**src/rtl/pifo_pkg.sv**
```systemverilog
// rtl/pifo_pkg.sv - shared constants, log2 helper and entry type for the PIFO queues
package pifo_pkg;

    localparam int DEF_RANK_WIDTH = 16;
    localparam int DEF_DATA_WIDTH = 32;

    // Ceiling log2, used to size occupancy counters that must hold DEPTH itself
    function automatic int clog2(input int value);
        int result;
        result = 0;
        while ((1 << result) < value) begin
            result = result + 1;
        end
        return result;
    endfunction

    // Default-width entry shared with the multi-port PIFO bank
    typedef struct packed {
        logic                      valid;
        logic [DEF_RANK_WIDTH-1:0] rank;
        logic [DEF_DATA_WIDTH-1:0] data;
    } pifo_entry_t;

endpackage

```
**src/rtl/pifo_insert_cmp.sv**
```systemverilog
// rtl/pifo_insert_cmp.sv - parallel rank compare giving stay mask and insert position
module pifo_insert_cmp
    import pifo_pkg::*;
#(
    parameter int DEPTH      = 16,
    parameter int RANK_WIDTH = DEF_RANK_WIDTH,
    parameter int CNT_WIDTH  = clog2(DEPTH + 1)
) (
    input  logic [DEPTH-1:0]            entry_valid,
    input  logic [DEPTH*RANK_WIDTH-1:0] entry_rank,
    input  logic [RANK_WIDTH-1:0]       push_rank,
    output logic [DEPTH-1:0]            stay_mask,
    output logic [CNT_WIDTH-1:0]        insert_pos
);

    // Entries with rank <= push_rank stay put; since the array is sorted the mask is a
    // thermometer and its population count is the insert position (ties go behind)
    always_comb begin
        stay_mask  = '0;
        insert_pos = '0;
        for (int i = 0; i < DEPTH; i++) begin
            stay_mask[i] = entry_valid[i] && (entry_rank[i*RANK_WIDTH +: RANK_WIDTH] <= push_rank);
            insert_pos   = insert_pos + CNT_WIDTH'(stay_mask[i]);
        end
    end

endmodule

```
**src/rtl/pifo_rank_queue.sv**
```systemverilog
// rtl/pifo_rank_queue.sv - rank-sorted PIFO descriptor queue; PIFO_EVICT_EN adds tail eviction
module pifo_rank_queue
    import pifo_pkg::*;
#(
    parameter int  DEPTH      = 16,
    parameter int  RANK_WIDTH = DEF_RANK_WIDTH,
    parameter int  DATA_WIDTH = DEF_DATA_WIDTH,
    localparam int CNT_WIDTH  = clog2(DEPTH + 1)
) (
    input  logic                  clk_in_0,
    input  logic                  reset,
    input  logic                  push_valid,
    output logic                  push_ready,
    input  logic [RANK_WIDTH-1:0] push_rank,
    input  logic [DATA_WIDTH-1:0] push_data,
    output logic                  pop_valid,
    input  logic                  pop_ready,
    output logic [RANK_WIDTH-1:0] pop_rank,
    output logic [DATA_WIDTH-1:0] pop_data,
    output logic [CNT_WIDTH-1:0]  count,
`ifdef PIFO_EVICT_EN
    output logic                  evict_valid,
    output logic [DATA_WIDTH-1:0] evict_data,
`endif
    output logic                  full,
    output logic                  empty
);

    typedef struct packed {
        logic                  valid;
        logic [RANK_WIDTH-1:0] rank;
        logic [DATA_WIDTH-1:0] data;
    } entry_t;

    entry_t entry_q [DEPTH];
    entry_t entry_d [DEPTH];
    entry_t entry_up [DEPTH];
    entry_t entry_dn [DEPTH];
    entry_t new_entry;

    logic [CNT_WIDTH-1:0]        count_q, count_d;
    logic                        full_q, full_d;
    logic                        empty_q, empty_d;
    logic [DEPTH-1:0]            cmp_valid;
    logic [DEPTH*RANK_WIDTH-1:0] cmp_rank;
    logic [DEPTH-1:0]            stay_mask;
    logic [CNT_WIDTH-1:0]        ins_pos;
    logic [CNT_WIDTH-1:0]        ins_at;
    logic                        push_fire;
    logic                        pop_fire;

    // Entry 0 is the head; invalid slots are kept at zero so an empty queue reads 0
    assign pop_valid = !empty_q;
    assign pop_rank  = entry_q[0].rank;
    assign pop_data  = entry_q[0].data;
    assign count     = count_q;
    assign full      = full_q;
    assign empty     = empty_q;

`ifdef PIFO_EVICT_EN
    logic                  evict_valid_q, evict_valid_d;
    logic [DATA_WIDTH-1:0] evict_data_q, evict_data_d;
    logic                  evict_fire;

    // A full queue still accepts a push that outranks the tail, dropping the tail
    assign push_ready  = !full_q || pop_ready || (push_rank < entry_q[DEPTH-1].rank);
    assign evict_fire  = push_fire && full_q && !pop_ready;
    assign evict_valid = evict_valid_q;
    assign evict_data  = evict_data_q;
`else
    // pop_ready frees a slot in the same cycle, so it feeds push_ready combinationally
    assign push_ready = !full_q || pop_ready;
`endif

    assign push_fire = push_valid && push_ready;
    assign pop_fire  = pop_valid && pop_ready;
    assign new_entry = '{valid: 1'b1, rank: push_rank, data: push_data};

    // With a simultaneous pop the head leaves, so the slot found by the compare moves down one
    assign ins_at = (pop_fire && (ins_pos != '0)) ? (ins_pos - CNT_WIDTH'(1)) : ins_pos;

    for (genvar g = 0; g < DEPTH; g++) begin : g_entry
        assign cmp_valid[g]                         = entry_q[g].valid;
        assign cmp_rank[g*RANK_WIDTH +: RANK_WIDTH] = entry_q[g].rank;
        if (g < DEPTH - 1) begin : g_up
            assign entry_up[g] = entry_q[g+1];
        end else begin : g_up_top
            assign entry_up[g] = '0;
        end
        if (g > 0) begin : g_dn
            assign entry_dn[g] = entry_q[g-1];
        end else begin : g_dn_bot
            assign entry_dn[g] = '0;
        end
    end

    pifo_insert_cmp #(
        .DEPTH      (DEPTH),
        .RANK_WIDTH (RANK_WIDTH),
        .CNT_WIDTH  (CNT_WIDTH)
    ) u_insert_cmp (
        .entry_valid (cmp_valid),
        .entry_rank  (cmp_rank),
        .push_rank   (push_rank),
        .stay_mask   (stay_mask),
        .insert_pos  (ins_pos)
    );

    // Next array contents: shift down below the slot on push+pop, shift up above it on push
    always_comb begin
        entry_d = entry_q;
        count_d = count_q;
        if (push_fire && pop_fire) begin
            for (int i = 0; i < DEPTH; i++) begin
                if (CNT_WIDTH'(i) < ins_at) begin
                    entry_d[i] = entry_up[i];
                end else if (CNT_WIDTH'(i) == ins_at) begin
                    entry_d[i] = new_entry;
                end
            end
        end else if (push_fire) begin
            for (int i = 0; i < DEPTH; i++) begin
                if (CNT_WIDTH'(i) == ins_pos) begin
                    entry_d[i] = new_entry;
                end else if (!stay_mask[i] && (CNT_WIDTH'(i) > ins_pos)) begin
                    entry_d[i] = entry_dn[i];
                end
            end
            if (!full_q) begin
                count_d = count_q + CNT_WIDTH'(1);
            end
        end else if (pop_fire) begin
            for (int i = 0; i < DEPTH; i++) begin
                entry_d[i] = entry_up[i];
            end
            count_d = count_q - CNT_WIDTH'(1);
        end
        full_d  = (count_d == CNT_WIDTH'(DEPTH));
        empty_d = (count_d == '0);
    end

    // Register array and occupancy flags; reset drops every entry and ignores handshakes
    always_ff @(posedge clk_in_0) begin
        if (reset) begin
            for (int i = 0; i < DEPTH; i++) begin
                entry_q[i] <= '0;
            end
            count_q <= '0;
            full_q  <= 1'b0;
            empty_q <= 1'b1;
        end else begin
            entry_q <= entry_d;
            count_q <= count_d;
            full_q  <= full_d;
            empty_q <= empty_d;
        end
    end

`ifdef PIFO_EVICT_EN
    // The dropped tail payload is reported the cycle after the evicting push
    always_comb begin
        evict_valid_d = evict_fire;
        evict_data_d  = evict_fire ? entry_q[DEPTH-1].data : '0;
    end

    // Eviction strobe register
    always_ff @(posedge clk_in_0) begin
        if (reset) begin
            evict_valid_q <= 1'b0;
            evict_data_q  <= '0;
        end else begin
            evict_valid_q <= evict_valid_d;
            evict_data_q  <= evict_data_d;
        end
    end
`endif

endmodule
```
**config.mk**
```make
export PLATFORM = sky130hd
export DESIGN_NAME = pifo_rank_queue
export DESIGN_NICKNAME = d
export VERILOG_FILES = /design/src/rtl/pifo_pkg.sv /design/src/rtl/pifo_insert_cmp.sv /design/src/rtl/pifo_rank_queue.sv
export SDC_FILE = /design/constraint.sdc
export NUM_CORES = 2
export LEC_CHECK = 0
export CAP_MARGIN = 20
export CORE_ASPECT_RATIO = 1.5
export CORE_MARGIN = 5
export CORE_UTILIZATION = 55
export CTS_BUF_LIST = sky130_fd_sc_hd__clkbuf_8
export DETAILED_ROUTE_END_ITERATION = 10
export PLACE_DENSITY = 0.72
export SYNTH_ARGS = -nofsm -noshare
export SYNTH_HDL_FRONTEND = slang
export SYNTH_SLANG_ARGS = --single-unit
```
**constraint.sdc**
```tcl
create_clock -name clk_in_0 -period 23.2 [get_ports clk_in_0]
set_clock_uncertainty 0.15 [all_clocks]
set_input_delay 4.64 -clock clk_in_0 [delete_from_list [all_inputs] [get_ports clk_in_0]]
set_output_delay 4.64 -clock clk_in_0 [all_outputs]
set_load 0.01 [all_outputs]
```
==> flow_results.org <==
** Logic synthesis
- Proportion of synthesized chip area in sequential cells :: 32.71%
- Warnings, synthesis :: 0
- Yosys attributes the largest share of cell area to dfxtp_1 (33%), ha_1 (6.9%), nand2_1 (6.3%).
- Of the post-synthesis cell area, the dominant cell type holds 32.71%.
- Synthesis inferred 791 register bits.
- Summing every instance area after synthesis gives 48410 um^2.
- For this run, asynchronously set or reset flops after synthesis account for 0%.
- Library cells used by synthesis :: 98
- Number of enable-type register cells in the synthesized netlist :: 0
- Library cell occupying the most area in the post-synthesis netlist :: dfxtp_1
- In the synthesized netlist the dominant register cell turns out to be dfxtp_1.
- Synthesis handed over a netlist of 6168 instances.
- Synthesis produced a netlist with a net count of 6498.
- A synthesized cell averages 7.848 um^2.

** Detailed routing
- Final Routed Wirelength :: 191500 um
- Via count :: 50590
- 1st-pass router iterations :: 9
- In this run, the number of DRC markers left after iteration 0 of detailed routing was 5636.
- Using the TritonRoute via totals, the vias-per-cell ratio works out to 7.127.
- Drt wl/cell :: 26.97 um
- Residual antenna-violating net count after detailed routing :: 0
- After detailed routing, the number of remaining DRC violations is 0.

** Worst hold path
- Min-delay worst type :: reg2reg

** Die
- The initial utilization of the core area, before any placement, comes to 55.30%.
- Floorplan die area :: 94170 um^2
- Measured along the x axis, the die boundary spans 252.2 um.
- During I/O placement, the number of pins put on the boundary was 109.
- In this run the standard cell core region covers 87530 um^2.
- The initialized floorplan defines 133 standard-cell rows.
- From bottom edge to top edge, the die measures 373.3 um.

** Cells and area
- With fillers left out, the area of the finished cells amounts to 51960 um^2.
- Fill cells in the final layout number 8107.
- For this run, the post-layout net count is 6179.
- Highest-count cells in the layout ignoring fill and taps :: nand2_1 (815), dfxtp_1 (791), nor2_1 (658)
- The library cell used most frequently in the layout, excluding fill and tap cells, is nand2_1.
- Layout cell share with drive strength beyond 1 :: 7.933%
- From synthesis to final layout, the design area changed by 7.343%.

** Place
- Detailed placement ended at an HPWL of 121200 um.
- Worst-case setup slack after placement :: 7.956 ns
- Routability-driven placement finished with a final weighted congestion of 0.9944.
- Input and output buffers added on the ports amount to 108.
- Placement Cell Area :: 49210 um^2

** STA
- Min Clock Period, post-route :: 14.57 ns
- Setup repair after global routing missed its margin :: no
- Setup violations remaining at the end of the flow were counted as 0.
- Once routing completed, OpenROAD measured the worst setup slack at 8.631 ns.
- Setup_tns :: 0 ns
- At the pin with the least slew margin, the transition time is 1.258 ns.
- For this run, the top clock speed supported by timing is 68.64 MHz.
- After layout, the worst path uses 62.80% of the clock period.
- The worst pin sits at a relative slew slack of 15.85%.
- Count of pins over their slew limit :: 0
- The number of hold violations in the final report was 0.

** Clock network
- Number of buffers added for setup after CTS :: 0
- Num CTS Buffers :: 132
- Clock-pin slew was measured on the worst setup and hold paths at 0.06 ns.
- TritonCTS clock tree :: yes
- Hold_buf cts :: 0
- In this run the deepest clock path goes through 3 buffers.
- Counting every sink on the clock net gives 791.
- Clock tree synthesis selected as its root buffer the cell clkbuf_8.
- Number of gates given a new drive strength after cts :: 0
- For the worst-skew pair, the clock arrives at the later sink with an insertion delay of 0.88 ns.
- H-tree level count :: 4

** GRT
- Total gr overflow :: 0
- The first global-routing pass estimated 290300 um of wire.
- Global routing used 38.73% of the available tracks across all layers.
- The number of global-route vias before repair is 49350.
- Largest net degree at the start of global routing :: 99
- Antenna violations before repair :: 5

** Critical path
- Most frequent cell on the critical path :: fa_1
- Endpoint required time on the critical path :: 23.75 ns
- On the worst path, the slowest cell contributes a delay of 0.87 ns.
- The worst setup path is of the in2reg kind.
- The worst setup path is captured at a flop.
- Startpoint Class :: input pin
- Worst path arrival time :: 15.11 ns
- Cell at the slowest stage of the critical path :: fa_1
- Along the worst path, the maximum fanout reaches 67.

** Status
- The run finished with clean final reports.

** Run
- Max-cap violation count :: 0
-- metrics by stage --
stage	cells	util, %	hold slack [ns]
floorplan	6168	-	0.2894
global placement	6859	56.18	0.3040
detailed placement	6861	56.22	0.3110
CTS	7096	59.33	0.3193
global route	7098	59.36	0.3368
finish	7099	59.36	0.3169
-- final cells by class --
cell class | count | area [um^2] | area share, %
inverter | 110 | 417.9 | 0.8043
multi-input combinational | 4573 | 29430 | 56.63
clock buffer | 173 | 2381 | 4.582
tap | 1147 | 1435 | 2.762
sequential | 791 | 15840 | 30.48
timing repair buffer | 241 | 2117 | 4.074
antenna | 2 | 5.005 | 0.009632
clock inverter | 62 | 344.1 | 0.6622
-- worst max-delay path, delay by kind of cell --
kind	cells	cell delay [ns]
and+or+nand+nor	4	1.17
buffers and inverters	6	2.28
AOI/OAI and AO/OA	6	2.67
adders and majority gates	8	4.02
muxes	1	0.24
-- routing by layer --
layer	vias to the layer above	share of wire, %	global-route usage (%)
li1	22290	-	-
met1	24070	35	43.74
met2	3122	46	63.35
met3	1113	8.8	7.728
met4	2	9.9	30.68
met5	-	0.0089	0
-- Yosys cell counts (62+ instances only) --
library cell,instances
a211oi_1,79
a21oi_1,428
a22oi_1,62
buf_2,156
buf_4,78
clkbuf_1,419
dfxtp_1,791
ha_1,268
inv_1,109
mux2i_1,134
nand2_1,818
nand3_1,132
nor2_1,666
o2111ai_1,99
o211ai_1,121
o21ai_0,218
o221ai_1,243
o22a_1,134
o22ai_1,201
o2bb2ai_1,96
o31ai_1,98
or3_1,149
-- final timing paths --
kind / startpoint / endpoint / slack [ns] / cells past startpoint
max: push_rank[10] / entry_dn[553]$_SDFFE_PP0P_ / 8.63 / 25
min: entry_dn[649]$_SDFFE_PP0P_ / entry_dn[649]$_SDFFE_PP0P_ / 0.32 / 2
max reg2reg: cmp_rank[171]$_SDFFE_PP0P_ / entry_dn[553]$_SDFFE_PP0P_ / 13.46 / 21
min reg2reg: entry_dn[649]$_SDFFE_PP0P_ / entry_dn[649]$_SDFFE_PP0P_ / 0.32 / 2
-- flip-flops by register name, summed over array words and instances, names as in the netlist --
| register | flops |
|---|---|
| entry_dn | 448 |
| entry_q | 32 |
| count | 5 |
| pop_data | 32 |
| full | 1 |
| cmp_rank | 240 |
| empty | 1 |
| cmp_valid | 16 |
| pop_rank | 16 |
-- cells by family (layout without fill, tap and decap cells) --
logic type / after synthesis / count (layout) / synth area share [%]
buffers and inverters: 804 / 586 / 7.478
adder cells (fa/ha/maj): 278 / 278 / 7.341
XOR/XNOR: 10 / 10 / 0.2275
multiplexers: 135 / 135 / 2.799
AO/OA/AOI/OAI: 2134 / 2134 / 31.29
flip-flops: 791 / 791 / 32.71
other: 0 / 2 / 0
AND/OR/NAND/NOR: 2016 / 2016 / 18.15
Power is not shown: default switching activity piles up to over one toggle a cycle in this logic, so the estimate is an artifact.
